--- src/rtl/clic_support_unit.sv ---
// rtl/clic_support_unit.sv - CLIC support datapath: threshold CSR, periodic timer, EPC/priority stack
module clic_support_unit #(
    parameter int          PrioWidth  = 3,
    parameter int          StackDepth = 8,
    parameter int          DataWidth  = 32,
    parameter logic [11:0] ThreshAddr = 12'h347,
    parameter logic [11:0] TimerAddr  = 12'h400,
    localparam int         IdxW       = $clog2(StackDepth + 1)
) (
    input  logic                 clk,
    input  logic                 reset,
    input  logic                 csr_enable,
    input  logic [11:0]          csr_addr,
    input  logic [2:0]           csr_op,
    input  logic [4:0]           rs1_zimm,
    input  logic [31:0]          rs1_data,
    input  logic                 thresh_ext_we,
    input  logic [PrioWidth-1:0] thresh_ext_data,
    input  logic                 timer_int_clear,
    input  logic                 push,
    input  logic                 pop,
    input  logic [DataWidth-1:0] data_in,
    output logic [31:0]          csr_out,
    output logic [PrioWidth-1:0] thresh,
    output logic                 timer_int_set,
    output logic [DataWidth-1:0] stack_top,
    output logic [IdxW-1:0]      stack_level
);

    localparam int          AddrW      = (StackDepth > 1) ? $clog2(StackDepth) : 1;
    localparam logic [31:0] TimerMask  = 32'hF000_FFFF;
    localparam logic [IdxW-1:0] LevelFull = IdxW'(StackDepth);

    logic [PrioWidth-1:0] r_thresh;
    logic [31:0]          r_timer_cfg;
    logic [15:0]          r_timer_count;
    logic [15:0]          r_timer_presc;
    logic                 r_timer_flag;
    logic [DataWidth-1:0] r_mem [StackDepth];
    logic [IdxW-1:0]      r_level;

    logic [31:0]          w_src;
    logic [PrioWidth-1:0] w_src_prio;
    logic                 w_op_valid;
    logic                 w_thresh_hit;
    logic                 w_timer_wr;
    logic [PrioWidth-1:0] w_thresh_next;
    logic [31:0]          w_timer_new;
    logic [15:0]          w_timer_cmp;
    logic [15:0]          w_presc_max;
    logic                 w_tick;
    logic                 w_fire;
    logic [AddrW-1:0]     w_top_idx;
    logic [AddrW-1:0]     w_push_idx;
    logic                 w_do_replace;
    logic                 w_do_push;
    logic                 w_do_pop;

    // Immediate forms (op[2]=1) take the zero-extended 5-bit zimm.
    assign w_src        = csr_op[2] ? {27'b0, rs1_zimm} : rs1_data;
    assign w_src_prio   = w_src[PrioWidth-1:0];
    assign w_op_valid   = (csr_op[1:0] != 2'b00);
    assign w_thresh_hit = csr_enable && (csr_addr == ThreshAddr) && w_op_valid;
    assign w_timer_wr   = csr_enable && (csr_addr == TimerAddr) && w_op_valid;

    always_comb begin
        w_thresh_next = r_thresh;
        if (thresh_ext_we) begin
            w_thresh_next = thresh_ext_data;
        end else if (w_thresh_hit) begin
            case (csr_op[1:0])
                2'b01:   w_thresh_next = w_src_prio;
                2'b10:   w_thresh_next = r_thresh | w_src_prio;
                2'b11:   w_thresh_next = r_thresh & ~w_src_prio;
                default: w_thresh_next = r_thresh;
            endcase
        end
    end

    always_comb begin
        case (csr_op[1:0])
            2'b01:   w_timer_new = w_src;
            2'b10:   w_timer_new = r_timer_cfg | w_src;
            2'b11:   w_timer_new = r_timer_cfg & ~w_src;
            default: w_timer_new = r_timer_cfg;
        endcase
    end

    always_comb begin
        csr_out = 32'd0;
        if (csr_addr == ThreshAddr) begin
            csr_out = {{(32-PrioWidth){1'b0}}, r_thresh};
        end else if (csr_addr == TimerAddr) begin
            csr_out = r_timer_cfg;
        end
    end

    always_ff @(posedge clk or posedge reset) begin
        if (reset) begin
            r_thresh <= '0;
        end else begin
            r_thresh <= w_thresh_next;
        end
    end

    // Prescaler wraps at 2^ps-1; with ps=0 every cycle is a tick.
    assign w_timer_cmp = r_timer_cfg[15:0];
    assign w_presc_max = (16'd1 << r_timer_cfg[31:28]) - 16'd1;
    assign w_tick      = (w_timer_cmp != 16'd0) && (r_timer_presc == w_presc_max);
    assign w_fire      = !w_timer_wr && w_tick && (r_timer_count == w_timer_cmp);

    always_ff @(posedge clk or posedge reset) begin
        if (reset) begin
            r_timer_cfg   <= '0;
            r_timer_count <= '0;
            r_timer_presc <= '0;
            r_timer_flag  <= 1'b0;
        end else begin
            if (w_timer_wr) begin
                r_timer_cfg   <= w_timer_new & TimerMask;
                r_timer_count <= '0;
                r_timer_presc <= '0;
            end else if (w_timer_cmp == 16'd0) begin
                r_timer_count <= '0;
                r_timer_presc <= '0;
            end else if (w_tick) begin
                r_timer_presc <= '0;
                r_timer_count <= (r_timer_count == w_timer_cmp) ? 16'd0 : r_timer_count + 16'd1;
            end else begin
                r_timer_presc <= r_timer_presc + 16'd1;
            end

            if (w_fire) begin
                r_timer_flag <= 1'b1;
            end else if (timer_int_clear) begin
                r_timer_flag <= 1'b0;
            end
        end
    end

    // Simultaneous push/pop on an empty stack degenerates to a plain push.
    assign w_top_idx    = AddrW'(r_level - IdxW'(1));
    assign w_push_idx   = AddrW'(r_level);
    assign w_do_replace = push && pop && (r_level != '0);
    assign w_do_push    = push && !w_do_replace && (r_level != LevelFull);
    assign w_do_pop     = pop && !push && (r_level != '0);

    always_ff @(posedge clk or posedge reset) begin
        if (reset) begin
            r_level <= '0;
            for (int i = 0; i < StackDepth; i++) begin
                r_mem[i] <= '0;
            end
        end else begin
            if (w_do_replace) begin
                r_mem[w_top_idx] <= data_in;
            end else if (w_do_push) begin
                r_mem[w_push_idx] <= data_in;
                r_level           <= r_level + IdxW'(1);
            end else if (w_do_pop) begin
                r_level <= r_level - IdxW'(1);
            end
        end
    end

    assign stack_top     = (r_level == '0) ? '0 : r_mem[w_top_idx];
    assign thresh        = r_thresh;
    assign timer_int_set = r_timer_flag;
    assign stack_level   = r_level;

endmodule

--- config.mk ---
export PLATFORM = sky130hd
export DESIGN_NAME = clic_support_unit
export DESIGN_NICKNAME = d
export VERILOG_FILES = /design/src/rtl/clic_support_unit.sv
export SDC_FILE = /design/constraint.sdc
export NUM_CORES = 1
export LEC_CHECK = 0
export CAP_MARGIN = 20
export CORE_ASPECT_RATIO = 1.4
export CORE_MARGIN = 3
export CORE_UTILIZATION = 50
export CTS_CLUSTER_DIAMETER = 30
export CTS_CLUSTER_SIZE = 12
export DETAILED_ROUTE_END_ITERATION = 10
export PLACE_DENSITY = 0.72
export SKIP_CTS_REPAIR_TIMING = 1
export SLEW_MARGIN = 10
export SYNTH_ARGS = -nofsm -noshare
export SYNTH_HDL_FRONTEND = slang
export SYNTH_SLANG_ARGS = --single-unit
--- constraint.sdc ---
create_clock -name clk -period 16.2 [get_ports clk]
set_input_delay 4.05 -clock clk [delete_from_list [all_inputs] [get_ports clk]]
set_output_delay 4.05 -clock clk [all_outputs]
set_load 0.02 [all_outputs]
== After elaboration in Yosys (flattened, before gate mapping) ==
Index checks and enable logic that the tools add are counted.
Word-level totals
  bits in registers: 316
  bits of input ports: 94
  logic and storage cells: 104
Operators by class
  $add $sub $neg: 5
  $lt $le $gt $ge: 4
  eq/ne operators: 8
  shifts and indexed selects: 1
  multiplexer cells: 30
  bitwise logic cells: 9
  reductions and logical operators: 33
Operators by type and width (count)
  bitwise mux 256 bit: 2
  two-way mux 256 bit: 2
  two-way mux 32 bit: 8
  demux 32 bit (select 3 bit): 2
  two-way mux 16 bit: 7
  binary-select mux 32 bit (select 3 bit): 1
  one-hot mux 32 bit (3 select lines): 1
  adder 16 x 1 -> 16 bit (second input constant): 2
  AND 32 bit: 1
  == test 16 bit: 2
  NOT 32 bit: 1
  OR 32 bit: 1
  logical NOT 16 bit: 1
  nonzero test 16 bit: 1
  << shifter 1 x 4 -> 16 bit (first input constant): 1
  subtractor 16 x 1 -> 16 bit (second input constant): 1
  logical AND 1 bit: 15
  == test 12 x 10 -> 1 bit (second input constant): 1
  == test 12 x 11 -> 1 bit (second input constant): 1
  nonzero test 2 bit: 5
  one-hot mux 3 bit (3 select lines): 1
  >= comparator 4 bit (second input constant): 2
  < comparator 4 x 1 -> 1 bit (second input constant): 2
  two-way mux 4 bit: 2
  17 further kinds: 27

== Longest topological paths before layout ==
  depth in word-level cells: 8
  depth in mapped cells: 17
  depth with buffers taken out: 10

== Least setup slack after synthesis ==
OpenSTA, ideal clock, no wires.
  kind: in2out
  start point: input csr_addr[1]
  end point: output csr_out[0]
  data arrival time: 5.059 ns
  data required time: 12.150 ns
  slack: 7.091 ns
  stages on the path: 4
  path buffers: 1
  cells stage by stage: nor4b_1 > and4_1 > clkbuf_1 > a22o_1
Between the ends
  longest elaborated chain between the ends: 3
  elaborated cells on any way between the ends: 4
  those cells by class: 2 x eq/ne; 2 x mux
RTL lines
  start, declared: RTL line 13  | input logic [11:0] csr_addr,
  == test 12 x 11 -> 1 bit: RTL line 93  | end else if (csr_addr == TimerAddr) begin
  two-way mux 32 bit: RTL line 93
  two-way mux 32 bit (*): RTL line 91  | if (csr_addr == ThreshAddr) begin
  end, declared: RTL line 23  | output logic [31:0] csr_out,
Mark *: on every way between the ends. The rest lies on a longest branch, timed or not.

== Final worst setup path ==
  start point: input csr_addr[1]
  end point: output csr_out[2]
Same word-level chain as after synthesis.

==> flow_summary_export.csv <==
group,metric,value,unit
finish,drive_above_1_share,0.261,
die,coreArea,30200,sq um
finish,nets,1526,
clock_tree,clk_latency,0.57,ns
worst_setup_path,cpPeakStageDelay,0.61,ns
power,intPower,2.71,mW
synth,ys_warn_count,0,
synth,synth_cell_types,69,
die,rows,75,
synth,synth_top_family_by_area,"multiplexers",
status,status,"completed",
power,power_switching_share,0.356,
worst_setup_path,cpMostUsedCell,"clkdlybuf4s50_1",
clock_tree,cts_tree,"done",
finish,final_area,19100,sq um
route,wl_per_cell,21.2,um
synth,async_reset_ff_frac,1.00,
synth,muxShareOfSynthArea,0.191,
route,vias_per_cell,6.10,
timing,setup-tns-final,0,ns
synth,netlist_area,15500,sq um
timing,fin_worst_skew,0.0179,ns
worst_setup_path,cp_max_fo,22,
timing,max_slew_margin,0.316,
worst_setup_path,reg2regPathDepth,9,
synth,syn_area_per_cell,11.9,sq um
route,ant_nets,0,
route,firstDrtPassIters,5,
route,drtIter0Drc,797,
worst_setup_path,critPathLaunchType,"input pin",
worst_setup_path,crit_arrival,6.23,ns
grt,grt_overflow,0,
die,io_pins,166,
worst_setup_path,reg2reg_to,"r_mem[230]",
timing,clock.fmax,0.0972,GHz
synth,ys.flop_type,"dfrtp_1",
finish,fillerInstances,2295,
worst_hold_path,holdPathEnd,"r_mem[211]",
clock_tree,cts-root-buf,"clkbuf_16",
die,die_w,155,um
synth,syn_inst,1296,
place,placement.io_buffers,141,
flow_run,max-cap-violations,0,
finish,finalNonFillerCells,1856,
power,peakVddDrop,0.164,mV
timing,tightest_slew,1.02,ns
clock_tree,htreeDepth,2,
worst_setup_path,end_kind,"output pin",
die,die_area,33100,sq um
route,drc_errors,0,
clock_tree,cts.sink_count,316,
die,start_util,0.512,
power,combPwrFrac,0.403,
timing,finalSetupViolCount,0,
synth,ys_ff_latch,316,
timing,min_period,10.28,ns
power,p_sw,1.50,mW
timing,rsz0062_at_grt,"no",
place,gp_congestion,0.826,
place,dpl-instance-area,17100,sq um
timing,timing.final.max_slew_violations,0,
worst_setup_path,reg2reg_setup_slack,12.04,ns
timing,hold_violations,0,
worst_setup_path,cp.required,12.15,ns
place,hpwl,22.6,mm
worst_hold_path,hold_depth,1,
power,clockPowerShare,0.280,
finish,area_growth,23.5,%
power,seqPwrFrac,0.317,
clock_tree,clockBufferDepth,3,
synth,synthXorXnorAreaFrac,0.0260,
grt,grt_pass1_vias,11900,
timing,fin_crit_sh,0.635,
power,power.density,220,nW/um^2
synth,synthSimpleGateAreaFrac,0.0815,
grt,grt_max_degree,153,
die,die_h,214,um
synth,synthAdderAreaFrac,0.00405,
grt,grt_pass1_wl,63.6,mm
clock_tree,numCtsBuffers,54,
power,leakagePower,8.03,nW
synth,synth-edff-count,0,
clock_tree,clkTransAtPathRegs,0.05,ns
synth,ys_seq_area_frac,0.512,
place,numPlacedInstances,1754,
grt,grt_antenna_before_repair,3,
route,via_count,11300,
timing,hold_ws,0.488,ns
worst_hold_path,hp-start,"r_mem[211]",
synth,synth-compound-area-share,0.144,
worst_setup_path,critPathKind,"input pin to output pin",
grt,grt_use_total,0.235,
worst_setup_path,cp_slowest_cell,"and4_1",
worst_setup_path,path_cells,"clkdlybuf4s50_1, nor4b_1, and4_1, a22o_1, clkdlybuf4s50_1",
worst_hold_path,hold_class,"flop to flop",
route,wl,39.3,mm
worst_setup_path,r2r-start,"stack_level[0]",
[power by group through the flow]
stage               Clock (mW)  Combinational, mW  Sequential, mW
floorplan                    0               1.09            1.28
global placement             0               1.67            1.31
detailed placement           0               1.70            1.34
CTS                       1.20               1.71            1.33
global route              1.24               1.80            1.37
finish                    1.18               1.69            1.33
[worst max-delay path, delay by kind of cell]
family	cells	cell delay, ns
AO/OA/AOI/OAI	1	0.25
buffers and inverters	2	1.03
AND/OR/NAND/NOR	2	0.90
[kinds of logic after synthesis]
logic type,count (synthesis)
muxes,263
xor gates and xnor gates,45
buffers and inverters,128
other,1
and+or+nand+nor,243
adders and majority gates,5
DFF,316
AOI/OAI and AO/OA,295
[metal layers]
metal / vias up / track usage / routed length, um
met4: 4 / 0.0828 / 1030
li1: 5072 / - / -
met5: - / 0 / 27
met1: 5800 / 0.299 / 15900
met3: 79 / 0.0408 / 2130
met2: 359 / 0.403 / 20200
[synthesized netlist by cell type, types with 11 or more instances]
library cell    n  area share
a21o_1         17      0.0083
a21oi_1        27      0.0087
a221oi_1       33       0.019
a22o_1         36       0.020
a22oi_1        65       0.032
a31oi_1        48       0.019
and2_1         18      0.0073
buf_2          37       0.012
buf_4          20      0.0097
clkbuf_1       36      0.0087
dfrtp_1       316        0.51
inv_1          29      0.0070
mux2_1         22       0.016
mux2_2        234        0.17
nand2_1        61       0.015
nand2b_1       21      0.0085
nand3_1        20      0.0065
nand4_1        11      0.0045
nor2_1         57       0.014
nor4_1         11      0.0045
o22ai_1        16      0.0065
xnor2_1        14      0.0079
xor2_1         30       0.017
[placed cells by master (no fill, tap or decap), types with 14 or more instances in the layout]
cell type and count:
a22o_1 36, mux2_2 234, a22oi_1 65, nand2_1 61, and2_1 18, xnor2_1 14, mux2_1 22, clkbuf_16 55
a21oi_1 27, nand3_1 20, nor2_1 51, xor2_1 30, dfrtp_1 316, a21o_1 17, buf_4 20, o22ai_1 16
inv_1 28, nand2b_1 21, a221oi_1 33, a31oi_1 48, clkdlybuf4s50_1 141
[state kept, by name, indices dropped and copies added, names as in the netlist]
signal / count
r_timer_count: 16
r_timer_cfg: 20
r_mem: 256
r_timer_presc: 16
stack_level: 4
thresh: 3
timer_int_set: 1
[metrics by stage]
stage | setup slack (ns) | util | power (mW)
after detailed placement | 5.92 | 0.567 | 3.03
after global placement | 5.94 | 0.567 | 2.98
after floorplan | 3.41 | - | 2.38
after global routing | 5.75 | 0.632 | 4.41
final | 5.92 | 0.632 | 4.21
after CTS | 5.90 | 0.630 | 4.23
[how the worst max path moves through the flow]
stage,endpoint,start
after floorplan,r_mem[0],reset
after global placement,csr_out[1],csr_addr[1]
after detailed placement,csr_out[0],csr_addr[1]
after CTS,csr_out[0],csr_addr[1]
after global routing,csr_out[2],csr_addr[1]
final,csr_out[2],csr_addr[1]
[layout make-up]
cell class,count,area [sq um],area share
sequential,316,7910,0.414
multi-input combinational,863,7060,0.370
timing repair buffer,163,1620,0.0847
clock buffer,57,1390,0.0730
clock inverter,42,504,0.0264
tap,385,482,0.0252
inverter,29,116,0.00610
antenna,1,2.50,0.000131
Power figures use the tool's default switching activity.
